==> src/rtl/pipe_hazard_ctrl_if.sv <==
// Pipeline hazard control bundle: stage register fields in, enables/flushes/forwarding out.
// Perf counter signals exist only when HAZARD_PERF_EN is defined.
interface pipe_hazard_ctrl_if;
  logic [3:0]  id_rs1;
  logic [3:0]  id_rs2;
  logic        id_use_rs1;
  logic        id_use_rs2;
  logic [3:0]  ex_rs1;
  logic [3:0]  ex_rs2;
  logic [3:0]  ex_rd;
  logic        ex_reg_write;
  logic        ex_mem_read;
  logic        ex_branch_taken;
  logic [3:0]  mem_rd;
  logic        mem_reg_write;
  logic        mem_mem_to_reg;
  logic        mem_access;
  logic [3:0]  wb_rd;
  logic        wb_reg_write;
  logic        dmem_ready;

  logic        pc_en;
  logic        if_id_en;
  logic        id_ex_en;
  logic        ex_mem_en;
  logic        mem_wb_en;
  logic        if_id_flush;
  logic        id_ex_flush;
  logic        mem_wb_flush;
  logic [1:0]  fwd_a;
  logic [1:0]  fwd_b;
  logic        mem_timeout;

`ifdef HAZARD_PERF_EN
  logic        perf_clr;
  logic [15:0] stall_cycles;
  logic [15:0] flush_count;
`endif

  modport master (
`ifdef HAZARD_PERF_EN
    output perf_clr,
    input  stall_cycles, flush_count,
`endif
    output id_rs1, id_rs2, id_use_rs1, id_use_rs2,
    output ex_rs1, ex_rs2, ex_rd, ex_reg_write, ex_mem_read, ex_branch_taken,
    output mem_rd, mem_reg_write, mem_mem_to_reg, mem_access,
    output wb_rd, wb_reg_write, dmem_ready,
    input  pc_en, if_id_en, id_ex_en, ex_mem_en, mem_wb_en,
    input  if_id_flush, id_ex_flush, mem_wb_flush,
    input  fwd_a, fwd_b, mem_timeout
  );

  modport slave (
`ifdef HAZARD_PERF_EN
    input  perf_clr,
    output stall_cycles, flush_count,
`endif
    input  id_rs1, id_rs2, id_use_rs1, id_use_rs2,
    input  ex_rs1, ex_rs2, ex_rd, ex_reg_write, ex_mem_read, ex_branch_taken,
    input  mem_rd, mem_reg_write, mem_mem_to_reg, mem_access,
    input  wb_rd, wb_reg_write, dmem_ready,
    output pc_en, if_id_en, id_ex_en, ex_mem_en, mem_wb_en,
    output if_id_flush, id_ex_flush, mem_wb_flush,
    output fwd_a, fwd_b, mem_timeout
  );
endinterface

==> src/rtl/pipe_hazard_ctrl.sv <==
// 5-stage pipeline hazard controller: combinational enables/flushes/forwarding, memory-wait FSM
// with timeout watchdog (mem_timeout registered). Optional perf counters under HAZARD_PERF_EN.
module pipe_hazard_ctrl #(
  parameter int unsigned MEM_TIMEOUT = 16
) (
  input  logic              clk,
  input  logic              rst,
  pipe_hazard_ctrl_if.slave pif
);

  localparam logic [7:0] CNT_LAST = 8'(MEM_TIMEOUT - 1);

  typedef enum logic {
    RUN      = 1'b0,
    MEM_WAIT = 1'b1
  } state_e;

  state_e     state_q, state_d;
  logic [7:0] cnt_q, cnt_d;
  logic       mem_timeout_q, mem_timeout_d;

  logic load_use;
  logic mem_stall;
  logic freeze;
  logic advance;
  logic drop;

  logic pc_en, if_id_en, id_ex_en, ex_mem_en, mem_wb_en;
  logic if_id_flush, id_ex_flush, mem_wb_flush;
  logic [1:0] fwd_a, fwd_b;

  // MEM-stage ALU result wins over WB; loads in MEM have no value yet.
  always_comb begin
    fwd_a = 2'b00;
    if (pif.mem_reg_write && !pif.mem_mem_to_reg && pif.mem_rd != 4'd0 && pif.mem_rd == pif.ex_rs1)
      fwd_a = 2'b01;
    else if (pif.wb_reg_write && pif.wb_rd != 4'd0 && pif.wb_rd == pif.ex_rs1)
      fwd_a = 2'b10;

    fwd_b = 2'b00;
    if (pif.mem_reg_write && !pif.mem_mem_to_reg && pif.mem_rd != 4'd0 && pif.mem_rd == pif.ex_rs2)
      fwd_b = 2'b01;
    else if (pif.wb_reg_write && pif.wb_rd != 4'd0 && pif.wb_rd == pif.ex_rs2)
      fwd_b = 2'b10;
  end

  assign load_use = pif.ex_mem_read && pif.ex_reg_write && (pif.ex_rd != 4'd0) &&
                    ((pif.id_use_rs1 && pif.id_rs1 == pif.ex_rd) ||
                     (pif.id_use_rs2 && pif.id_rs2 == pif.ex_rd));
  assign mem_stall = pif.mem_access && !pif.dmem_ready;

  always_comb begin
    state_d       = state_q;
    cnt_d         = cnt_q;
    mem_timeout_d = 1'b0;
    freeze        = 1'b0;
    advance       = 1'b0;
    drop          = 1'b0;
    pc_en         = 1'b1;
    if_id_en      = 1'b1;
    id_ex_en      = 1'b1;
    ex_mem_en     = 1'b1;
    mem_wb_en     = 1'b1;
    if_id_flush   = 1'b0;
    id_ex_flush   = 1'b0;
    mem_wb_flush  = 1'b0;

    unique case (state_q)
      RUN: begin
        if (mem_stall) begin
          freeze  = 1'b1;
          state_d = MEM_WAIT;
          cnt_d   = 8'd0;
        end else begin
          advance = 1'b1;
        end
      end
      MEM_WAIT: begin
        // Ready on the expiry cycle counts as a normal completion.
        if (pif.dmem_ready) begin
          advance = 1'b1;
          state_d = RUN;
          cnt_d   = 8'd0;
        end else if (cnt_q >= CNT_LAST) begin
          advance       = 1'b1;
          drop          = 1'b1;
          mem_timeout_d = 1'b1;
          state_d       = RUN;
          cnt_d         = 8'd0;
        end else begin
          freeze = 1'b1;
          cnt_d  = cnt_q + 8'd1;
        end
      end
    endcase

    // The MEM/WB register still loads during a freeze, but with a bubble.
    if (freeze) begin
      pc_en        = 1'b0;
      if_id_en     = 1'b0;
      id_ex_en     = 1'b0;
      ex_mem_en    = 1'b0;
      mem_wb_flush = 1'b1;
    end

    // Branch/load-use held during a wait are acted on at the release cycle.
    if (advance) begin
      if (pif.ex_branch_taken) begin
        if_id_flush = 1'b1;
        id_ex_flush = 1'b1;
      end else if (load_use) begin
        pc_en       = 1'b0;
        if_id_en    = 1'b0;
        id_ex_flush = 1'b1;
      end
    end

    if (drop) mem_wb_flush = 1'b1;
  end

  always_ff @(posedge clk or posedge rst) begin
    if (rst) begin
      state_q       <= RUN;
      cnt_q         <= 8'd0;
      mem_timeout_q <= 1'b0;
    end else begin
      state_q       <= state_d;
      cnt_q         <= cnt_d;
      mem_timeout_q <= mem_timeout_d;
    end
  end

  assign pif.pc_en        = pc_en;
  assign pif.if_id_en     = if_id_en;
  assign pif.id_ex_en     = id_ex_en;
  assign pif.ex_mem_en    = ex_mem_en;
  assign pif.mem_wb_en    = mem_wb_en;
  assign pif.if_id_flush  = if_id_flush;
  assign pif.id_ex_flush  = id_ex_flush;
  assign pif.mem_wb_flush = mem_wb_flush;
  assign pif.fwd_a        = fwd_a;
  assign pif.fwd_b        = fwd_b;
  assign pif.mem_timeout  = mem_timeout_q;

`ifdef HAZARD_PERF_EN
  logic [15:0] stall_cycles_q, stall_cycles_d;
  logic [15:0] flush_count_q, flush_count_d;

  // Clear beats increment; both counters stick at all-ones.
  always_comb begin
    stall_cycles_d = stall_cycles_q;
    flush_count_d  = flush_count_q;
    if (pif.perf_clr) begin
      stall_cycles_d = 16'd0;
      flush_count_d  = 16'd0;
    end else begin
      if (!pc_en && stall_cycles_q != 16'hFFFF)
        stall_cycles_d = stall_cycles_q + 16'd1;
      if (if_id_flush && flush_count_q != 16'hFFFF)
        flush_count_d = flush_count_q + 16'd1;
    end
  end

  always_ff @(posedge clk or posedge rst) begin
    if (rst) begin
      stall_cycles_q <= 16'd0;
      flush_count_q  <= 16'd0;
    end else begin
      stall_cycles_q <= stall_cycles_d;
      flush_count_q  <= flush_count_d;
    end
  end

  assign pif.stall_cycles = stall_cycles_q;
  assign pif.flush_count  = flush_count_q;
`endif

endmodule

==> src/flat_wrapper.sv <==
// flat-port wrapper written by rule: the top's interface ports become plain ports
module pipe_hazard_ctrl_flat 
#(
  parameter int unsigned MEM_TIMEOUT = 16
)
  (clk, rst, pif_id_rs1, pif_id_rs2, pif_id_use_rs1, pif_id_use_rs2, pif_ex_rs1, pif_ex_rs2, pif_ex_rd, pif_ex_reg_write, pif_ex_mem_read, pif_ex_branch_taken, pif_mem_rd, pif_mem_reg_write, pif_mem_mem_to_reg, pif_mem_access, pif_wb_rd, pif_wb_reg_write, pif_dmem_ready, pif_pc_en, pif_if_id_en, pif_id_ex_en, pif_ex_mem_en, pif_mem_wb_en, pif_if_id_flush, pif_id_ex_flush, pif_mem_wb_flush, pif_fwd_a, pif_fwd_b, pif_mem_timeout);
  pipe_hazard_ctrl_if pif_i ();
  input  logic clk;
  input  logic rst;
  input wire logic [$bits(pif_i.id_rs1)-1:0] pif_id_rs1;
  input wire logic [$bits(pif_i.id_rs2)-1:0] pif_id_rs2;
  input wire logic [$bits(pif_i.id_use_rs1)-1:0] pif_id_use_rs1;
  input wire logic [$bits(pif_i.id_use_rs2)-1:0] pif_id_use_rs2;
  input wire logic [$bits(pif_i.ex_rs1)-1:0] pif_ex_rs1;
  input wire logic [$bits(pif_i.ex_rs2)-1:0] pif_ex_rs2;
  input wire logic [$bits(pif_i.ex_rd)-1:0] pif_ex_rd;
  input wire logic [$bits(pif_i.ex_reg_write)-1:0] pif_ex_reg_write;
  input wire logic [$bits(pif_i.ex_mem_read)-1:0] pif_ex_mem_read;
  input wire logic [$bits(pif_i.ex_branch_taken)-1:0] pif_ex_branch_taken;
  input wire logic [$bits(pif_i.mem_rd)-1:0] pif_mem_rd;
  input wire logic [$bits(pif_i.mem_reg_write)-1:0] pif_mem_reg_write;
  input wire logic [$bits(pif_i.mem_mem_to_reg)-1:0] pif_mem_mem_to_reg;
  input wire logic [$bits(pif_i.mem_access)-1:0] pif_mem_access;
  input wire logic [$bits(pif_i.wb_rd)-1:0] pif_wb_rd;
  input wire logic [$bits(pif_i.wb_reg_write)-1:0] pif_wb_reg_write;
  input wire logic [$bits(pif_i.dmem_ready)-1:0] pif_dmem_ready;
  output wire logic [$bits(pif_i.pc_en)-1:0] pif_pc_en;
  output wire logic [$bits(pif_i.if_id_en)-1:0] pif_if_id_en;
  output wire logic [$bits(pif_i.id_ex_en)-1:0] pif_id_ex_en;
  output wire logic [$bits(pif_i.ex_mem_en)-1:0] pif_ex_mem_en;
  output wire logic [$bits(pif_i.mem_wb_en)-1:0] pif_mem_wb_en;
  output wire logic [$bits(pif_i.if_id_flush)-1:0] pif_if_id_flush;
  output wire logic [$bits(pif_i.id_ex_flush)-1:0] pif_id_ex_flush;
  output wire logic [$bits(pif_i.mem_wb_flush)-1:0] pif_mem_wb_flush;
  output wire logic [$bits(pif_i.fwd_a)-1:0] pif_fwd_a;
  output wire logic [$bits(pif_i.fwd_b)-1:0] pif_fwd_b;
  output wire logic [$bits(pif_i.mem_timeout)-1:0] pif_mem_timeout;
  assign pif_i.id_rs1 = pif_id_rs1;
  assign pif_i.id_rs2 = pif_id_rs2;
  assign pif_i.id_use_rs1 = pif_id_use_rs1;
  assign pif_i.id_use_rs2 = pif_id_use_rs2;
  assign pif_i.ex_rs1 = pif_ex_rs1;
  assign pif_i.ex_rs2 = pif_ex_rs2;
  assign pif_i.ex_rd = pif_ex_rd;
  assign pif_i.ex_reg_write = pif_ex_reg_write;
  assign pif_i.ex_mem_read = pif_ex_mem_read;
  assign pif_i.ex_branch_taken = pif_ex_branch_taken;
  assign pif_i.mem_rd = pif_mem_rd;
  assign pif_i.mem_reg_write = pif_mem_reg_write;
  assign pif_i.mem_mem_to_reg = pif_mem_mem_to_reg;
  assign pif_i.mem_access = pif_mem_access;
  assign pif_i.wb_rd = pif_wb_rd;
  assign pif_i.wb_reg_write = pif_wb_reg_write;
  assign pif_i.dmem_ready = pif_dmem_ready;
  assign pif_pc_en = pif_i.pc_en;
  assign pif_if_id_en = pif_i.if_id_en;
  assign pif_id_ex_en = pif_i.id_ex_en;
  assign pif_ex_mem_en = pif_i.ex_mem_en;
  assign pif_mem_wb_en = pif_i.mem_wb_en;
  assign pif_if_id_flush = pif_i.if_id_flush;
  assign pif_id_ex_flush = pif_i.id_ex_flush;
  assign pif_mem_wb_flush = pif_i.mem_wb_flush;
  assign pif_fwd_a = pif_i.fwd_a;
  assign pif_fwd_b = pif_i.fwd_b;
  assign pif_mem_timeout = pif_i.mem_timeout;
  pipe_hazard_ctrl #(.MEM_TIMEOUT(MEM_TIMEOUT)) u_core (.clk(clk), .rst(rst), .pif(pif_i));
endmodule
==> config.mk <==
export PLATFORM = sky130hd
export DESIGN_NAME = pipe_hazard_ctrl_flat
export DESIGN_NICKNAME = d
export VERILOG_FILES = /design/src/rtl/pipe_hazard_ctrl_if.sv /design/src/rtl/pipe_hazard_ctrl.sv /design/src/flat_wrapper.sv
export SDC_FILE = /design/constraint.sdc
export NUM_CORES = 1
export LEC_CHECK = 0
export ABC_AREA = 1
export CORE_MARGIN = 2
export CORE_UTILIZATION = 60
export DETAILED_ROUTE_END_ITERATION = 8
export DONT_BUFFER_PORTS = 1
export HOLD_SLACK_MARGIN = 0.02
export PLACE_DENSITY = 0.8
export SLEW_MARGIN = 15
export SYNTH_ARGS = -nofsm -noshare
export SYNTH_HDL_FRONTEND = slang
export SYNTH_SLANG_ARGS = --single-unit
==> constraint.sdc <==
create_clock -name clk -period 3.1 [get_ports clk]
set_clock_uncertainty 0.15 [all_clocks]
set_input_delay 0.62 -clock clk [delete_from_list [all_inputs] [get_ports clk]]
set_output_delay 0.62 -clock clk [all_outputs]
set_load 0.02 [all_outputs]
==> results.json, run 1 <==
{
  "r2r_cells": 6,
  "ys_warn_count": 0,
  "track_usage_pct": 19.6,
  "place_ws_ns": 0.668,
  "cts-root-buf": "clkbuf_4",
  "cts_setup_buffers": 0,
  "utilization_pct": 68.9,
  "cap_violations": 0,
  "post_cts_resize_count": 0,
  "max_stage_delay_ns": 0.39,
  "fp-row-count": 13,
  "initial_core_util_pct": 66.4,
  "slew_violations": 0,
  "cts_hold_buffers": 0,
  "synth_cell_type_count": 21,
  "cp_slowest_cell": "dfrtp_1",
  "overflow": 0,
  "clk_pin_slew_ns": 0.06,
  "drive_above_1_share_pct": 7.63,
  "avgSynthCellArea_sq_um": 6.81,
  "crit_required_ns": 2.33,
  "first_iter_violations": 19,
  "cpMostUsedCell": "nor2_4",
  "final_common_cell": "nand2_1",
  "setup_ws_ns": 0.466,
  "clk_path_buf_depth": 2,
  "wirelength_mm": 1.66,
  "area_delta_synth_final_pct": 3.67,
  "crit_fanout": 6,
  "fin_setup_tns_ns": 0,
  "htree_num_levels": 1,
  "powerDensity_mw_per_mm2": 408,
  "die_w_um": 42.4,
  "hp-class": "input pin to asynchronous set/reset pin",
  "synthCells": 130,
  "portBuffers": 0,
  "drtAntennaViolNets": 0,
  "fin_crit_ns": 2.63,
  "synth.top_cell.area_share_pct": 28.2,
  "fin_nets": 173,
  "dp.final_hpwl_mm": 1.42,
  "ys_ff_latch": 10,
  "cp.arrival_ns": 1.86,
  "cts_tree": "done",
  "irDropWorstVdd_v": 0.000180,
  "clock_latency_ns": 0.26,
  "cp-start-kind": "flip-flop",
  "clock.fmax_mhz": 380,
  "die_h_um": 42.4,
  "wl_per_cell_um": 11.3,
  "vias": 752,
  "cp-end-kind": "output port",
  "synthTopCellsByArea": "dfrtp_1, xnor2_1, nand2_1",
  "antenna_found_initial": 0,
  "reg2reg_slack_ns": 1.59,
  "worst-setup-path-type": "flip-flop to output port",
  "hold_viol_final": 0,
  "crit_chain": "ha_1 > nand3_2 > nand4_2 > nor2_4 > nor2_4 > nand2_2 > nand2_1",
  "mostFrequentLayoutCells": "nand2_1, nor2_1, inv_1, xnor2_1, dfrtp_1",
  "coreArea_sq_mm": 0.00133,
  "viasPerCell": 5.15,
  "first_pass_iters": 6,
  "grt_pass1_wl_mm": 2.70,
  "reg2reg_from": "u_core.cnt_q[0]",
  "post-route-period-util_pct": 85.0,
  "worstReg2RegEnd": "u_core.state_q",
  "syn_area_sq_um": 886,
  "rsz0062_at_grt": "no",
  "setup_viol": 0,
  "dieArea_sq_mm": 0.00180,
  "yosysTopAreaCell": "dfrtp_1",
  "clock-sinks": 10,
  "synth_fp_nets": 171,
  "p_leak_nw": 0.459,
  "grt_pass1_vias": 702,
  "seq_area_frac_synth_pct": 28.2,
  "status": "complete, no violations",
  "globalplace.congestion": 0.817,
  "io_pins": 53,
  "grt_max_degree": 11,
  "cts_made_buffers": 3,
  "drc": 0,
  "antennaDiodeCount": 0
}
## worst max-delay path by stage
stage | from | endpoint | cells past startpoint
finish | u_core.cnt_q[0] | pif_if_id_en | 7
global route | u_core.cnt_q[0] | pif_if_id_en | 7
CTS | u_core.cnt_q[0] | pif_if_id_en | 7
detailed placement | pif_dmem_ready | pif_pc_en | 6
global placement | pif_dmem_ready | pif_pc_en | 6
floorplan | pif_dmem_ready | pif_pc_en | 7
## cells by family (layout without fill, tap and decap cells)
group,after synthesis,after routing,synth area share [%]
xor gates and xnor gates,20,20,19.8
other,1,1,0.423
buffers and inverters,21,22,10.2
DFF,10,10,28.2
AOI/OAI and AO/OA,5,5,3.25
adders and majority gates,1,1,1.41
and+or+nand+nor,72,72,36.7
## critical path: cells and delay by family (launching register included)
family,cells,cell delay (ns)
flip-flops,1,0.39
adder cells (fa/ha/maj),1,0.22
AND/OR/NAND/NOR,6,1.00
## where the power goes
group          total, W  switching, W  leakage, nW  internal [W]
sequential     0.000157     0.0000127        0.136      0.000144
combinational  0.000103     0.0000621        0.302     0.0000414
clock          0.000115     0.0000433       0.0210     0.0000713
## final cells by class
type	count	area, sq um
multi-input combinational	99	546
fill	128	415
inverter	18	67.6
tap	15	18.8
sequential	10	250
clock buffer	4	36.3
## stage by stage
step / area [sq um] / total power (W) / hold WS, ns / instances
finish: 918 / 0.000375 / 0.0636 / 146
global route: 918 / 0.000400 / 0.0915 / 146
CTS: 918 / 0.000381 / 0.0678 / 146
detailed placement: 882 / 0.000263 / 0.340 / 142
global placement: 882 / 0.000261 / 0.331 / 142
floorplan: 886 / 0.000253 / 0.310 / 130
## sequential cells by signal (all words and copies together), names as in the netlist
name and flops:
u_core.pif.mem_timeout 1, u_core.state_q 1, u_core.cnt_q 8
## metal layers
| layer | vias up | global-route usage (%) | routed length, um |
|---|---|---|---|
| li1 | 400 | - | - |
| met1 | 304 | 24.6 | 710 |
| met2 | 42 | 31.7 | 792 |
| met3 | 6 | 1.72 | 104 |
| met4 | 0 | 13.1 | 49 |
| met5 | - | 0 | 0 |
## synth_stat cells (all sizes together)
master / count
a21boi: 1
a21oi: 1
a31oi: 1
buf: 3
conb: 1
dfrtp: 10
ha: 1
inv: 18
nand2: 31
nand3: 8
nand3b: 1
nand4: 5
nor2: 27
o21ai: 2
xnor2: 15
xor2: 5
(Power assumes the default switching activity.)
==> run 2, diff against run 1 <==
--- a/config.mk
+++ b/config.mk
@@ -7,11 +7,11 @@
 export LEC_CHECK = 0
 export ABC_AREA = 1
 export CORE_MARGIN = 2
-export CORE_UTILIZATION = 60
+export CORE_UTILIZATION = 55
 export DETAILED_ROUTE_END_ITERATION = 8
 export DONT_BUFFER_PORTS = 1
 export HOLD_SLACK_MARGIN = 0.02
-export PLACE_DENSITY = 0.8
+export PLACE_DENSITY = 0.77
 export SLEW_MARGIN = 15
 export SYNTH_ARGS = -nofsm -noshare
 export SYNTH_HDL_FRONTEND = slang
==> constraint.sdc (replaced) <==
create_clock -name clk -period 2.2 [get_ports clk]
set_clock_uncertainty 0.15 [all_clocks]
set_input_delay 0.44 -clock clk [delete_from_list [all_inputs] [get_ports clk]]
set_output_delay 0.44 -clock clk [all_outputs]
set_load 0.02 [all_outputs]
==> results.json, run 2 (synthesized netlist as in run 1, its figures left out) <==
{
  "die_w_um": 44.1,
  "cp-end-kind": "output port",
  "setup_viol": 4,
  "first_iter_violations": 13,
  "slew_violations": 0,
  "mostFrequentLayoutCells": "nand2_1, nor2_1, inv_1, xnor2_1, dfrtp_1",
  "dp.final_hpwl_mm": 1.45,
  "placed_cells": 146,
  "fin_crit_ns": 2.29,
  "violations": "setup timing",
  "die_h_um": 44.1,
  "cts_made_buffers": 3,
  "cap_violations": 0,
  "max_flop_register": "u_core.cnt_q",
  "worst-setup-path-type": "flip-flop to output port",
  "reg2reg_from": "u_core.cnt_q[0]",
  "crit_required_ns": 1.61,
  "initial_core_util_pct": 58.8,
  "cts_tree": "done",
  "antenna_found_initial": 0,
  "clock_latency_ns": 0.26,
  "seqCellArea_sq_um": 250,
  "fin_setup_tns_ns": -0.324,
  "antennaDiodeCount": 0,
  "hp-class": "input pin to flip-flop",
  "setup_ws_ns": -0.0926,
  "final_common_cell": "nand2_1",
  "htree_num_levels": 1,
  "finalNonFillerCells": 157,
  "drtAntennaViolNets": 0,
  "rsz0062_at_grt": "yes",
  "vias": 833,
  "clock.fmax_mhz": 436,
  "grt_max_degree": 11,
  "crit_path_start": "u_core.cnt_q[0]",
  "viasPerCell": 5.31,
  "powerDensity_mw_per_mm2": 532,
  "irDropWorstVdd_v": 0.000240,
  "dieArea_sq_mm": 0.00195,
  "cts-root-buf": "clkbuf_4",
  "drc": 0,
  "hold_viol_final": 0,
  "wirelength_mm": 1.85,
  "cp.arrival_ns": 1.70,
  "coreArea_sq_mm": 0.00151,
  "post-route-period-util_pct": 104,
  "largest_reg_flops": 8,
  "fin_nets": 184,
  "multi_input_area_sq_um": 564,
  "drive_above_1_share_pct": 15.6,
  "hold_start": "pif_dmem_ready",
  "clock-sinks": 10,
  "fp-row-count": 14,
  "first_pass_iters": 4,
  "clk_pin_slew_ns": 0.06,
  "grt_pass1_vias": 780,
  "status": "complete, but fails checks",
  "grt_pass1_wl_mm": 3.02,
  "p_leak_nw": 0.516,
  "crit_fanout": 6,
  "clk_path_buf_depth": 2,
  "wl_per_cell_um": 11.8,
  "track_usage_pct": 20.5,
  "io_pins": 53,
  "fillCellCount": 129,
  "area_delta_synth_final_pct": 15.7,
  "portBuffers": 0,
  "globalplace.congestion": 0.804,
  "overflow": 0,
  "cp-start-kind": "flip-flop"
}
-- run 2: report_power, final --
part           internal, W  switching [W]
logic             0.000103       0.000107
clock network    0.0000628      0.0000554
registers         0.000203      0.0000138
-- run 2: worst paths after layout --
path,slack (ns),cells past startpoint,to
setup / recovery,-0.09,8,pif_pc_en
hold / removal,0.22,3,u_core.pif.mem_timeout
setup reg to reg,0.68,8,u_core.cnt_q[0]
hold reg to reg,0.34,2,u_core.cnt_q[7]
max in group asynchronous,1.18,2,u_core.cnt_q[0]
min in group asynchronous,0.45,2,u_core.cnt_q[2]
-- run 2: what timing repair did --
item,4_1_cts,5_1_grt
setup buffers,4,3
hold endpoints to repair,10,0
hold buffers,1,0
resized for setup,3,3
pin swaps,6,5
endpoints found under the setup margin,4,4
-- run 2: layout make-up --
type                            instances  area share [%]
Tap cell                               16            1.95
Multi-Input combinational cell         99            55.1
Inverter                               18            6.84
Timing Repair Buffer                   11            9.52
Clock buffer                            3            2.20
Sequential cell                        10            24.4
-- run 2: critical path, stage by stage (launching register included) --
cell and delay, ns:
dfrtp_1 0.36, ha_2 0.19, nand3_2 0.10, nand4_4 0.10, nor2_4 0.05, nor2_4 0.30
nand2_1 0.12, nand2_2 0.10, buf_12 0.13
-- run 2: per-layer routing --
layer,global-route usage (%),vias to the layer above,share of wire (%)
li1,-,417,-
met1,24.6,372,39
met2,35.9,40,52
met3,2.86,4,7.3
met4,9.70,0,1.8
met5,0,-,0
-- run 2: per-stage QoR --
| step | hold slack [ns] | utilization (%) | worst slack [ns] | cell area [sq um] | total power [W] |
|---|---|---|---|---|---|
| after floorplan | 0.130 | - | 0.143 | 886 | 0.000356 |
| after global placement | 0.164 | 61.0 | 0.170 | 918 | 0.000374 |
| after detailed placement | 0.170 | 61.0 | 0.0926 | 918 | 0.000380 |
| after CTS | 0.204 | 66.0 | -0.104 | 995 | 0.000533 |
| after global routing | 0.252 | 68.0 | -0.184 | 1020 | 0.000585 |
| final | 0.225 | 68.0 | -0.0926 | 1020 | 0.000545 |
==> run 3, diff against run 2 <==
--- a/config.mk
+++ b/config.mk
@@ -6,6 +6,7 @@
 export NUM_CORES = 1
 export LEC_CHECK = 0
 export ABC_AREA = 1
+export CAP_MARGIN = 20
 export CORE_MARGIN = 2
 export CORE_UTILIZATION = 55
 export DETAILED_ROUTE_END_ITERATION = 8
==> results of run 3 <==
Final layout, timing and power as in run 2 (identical DEF).
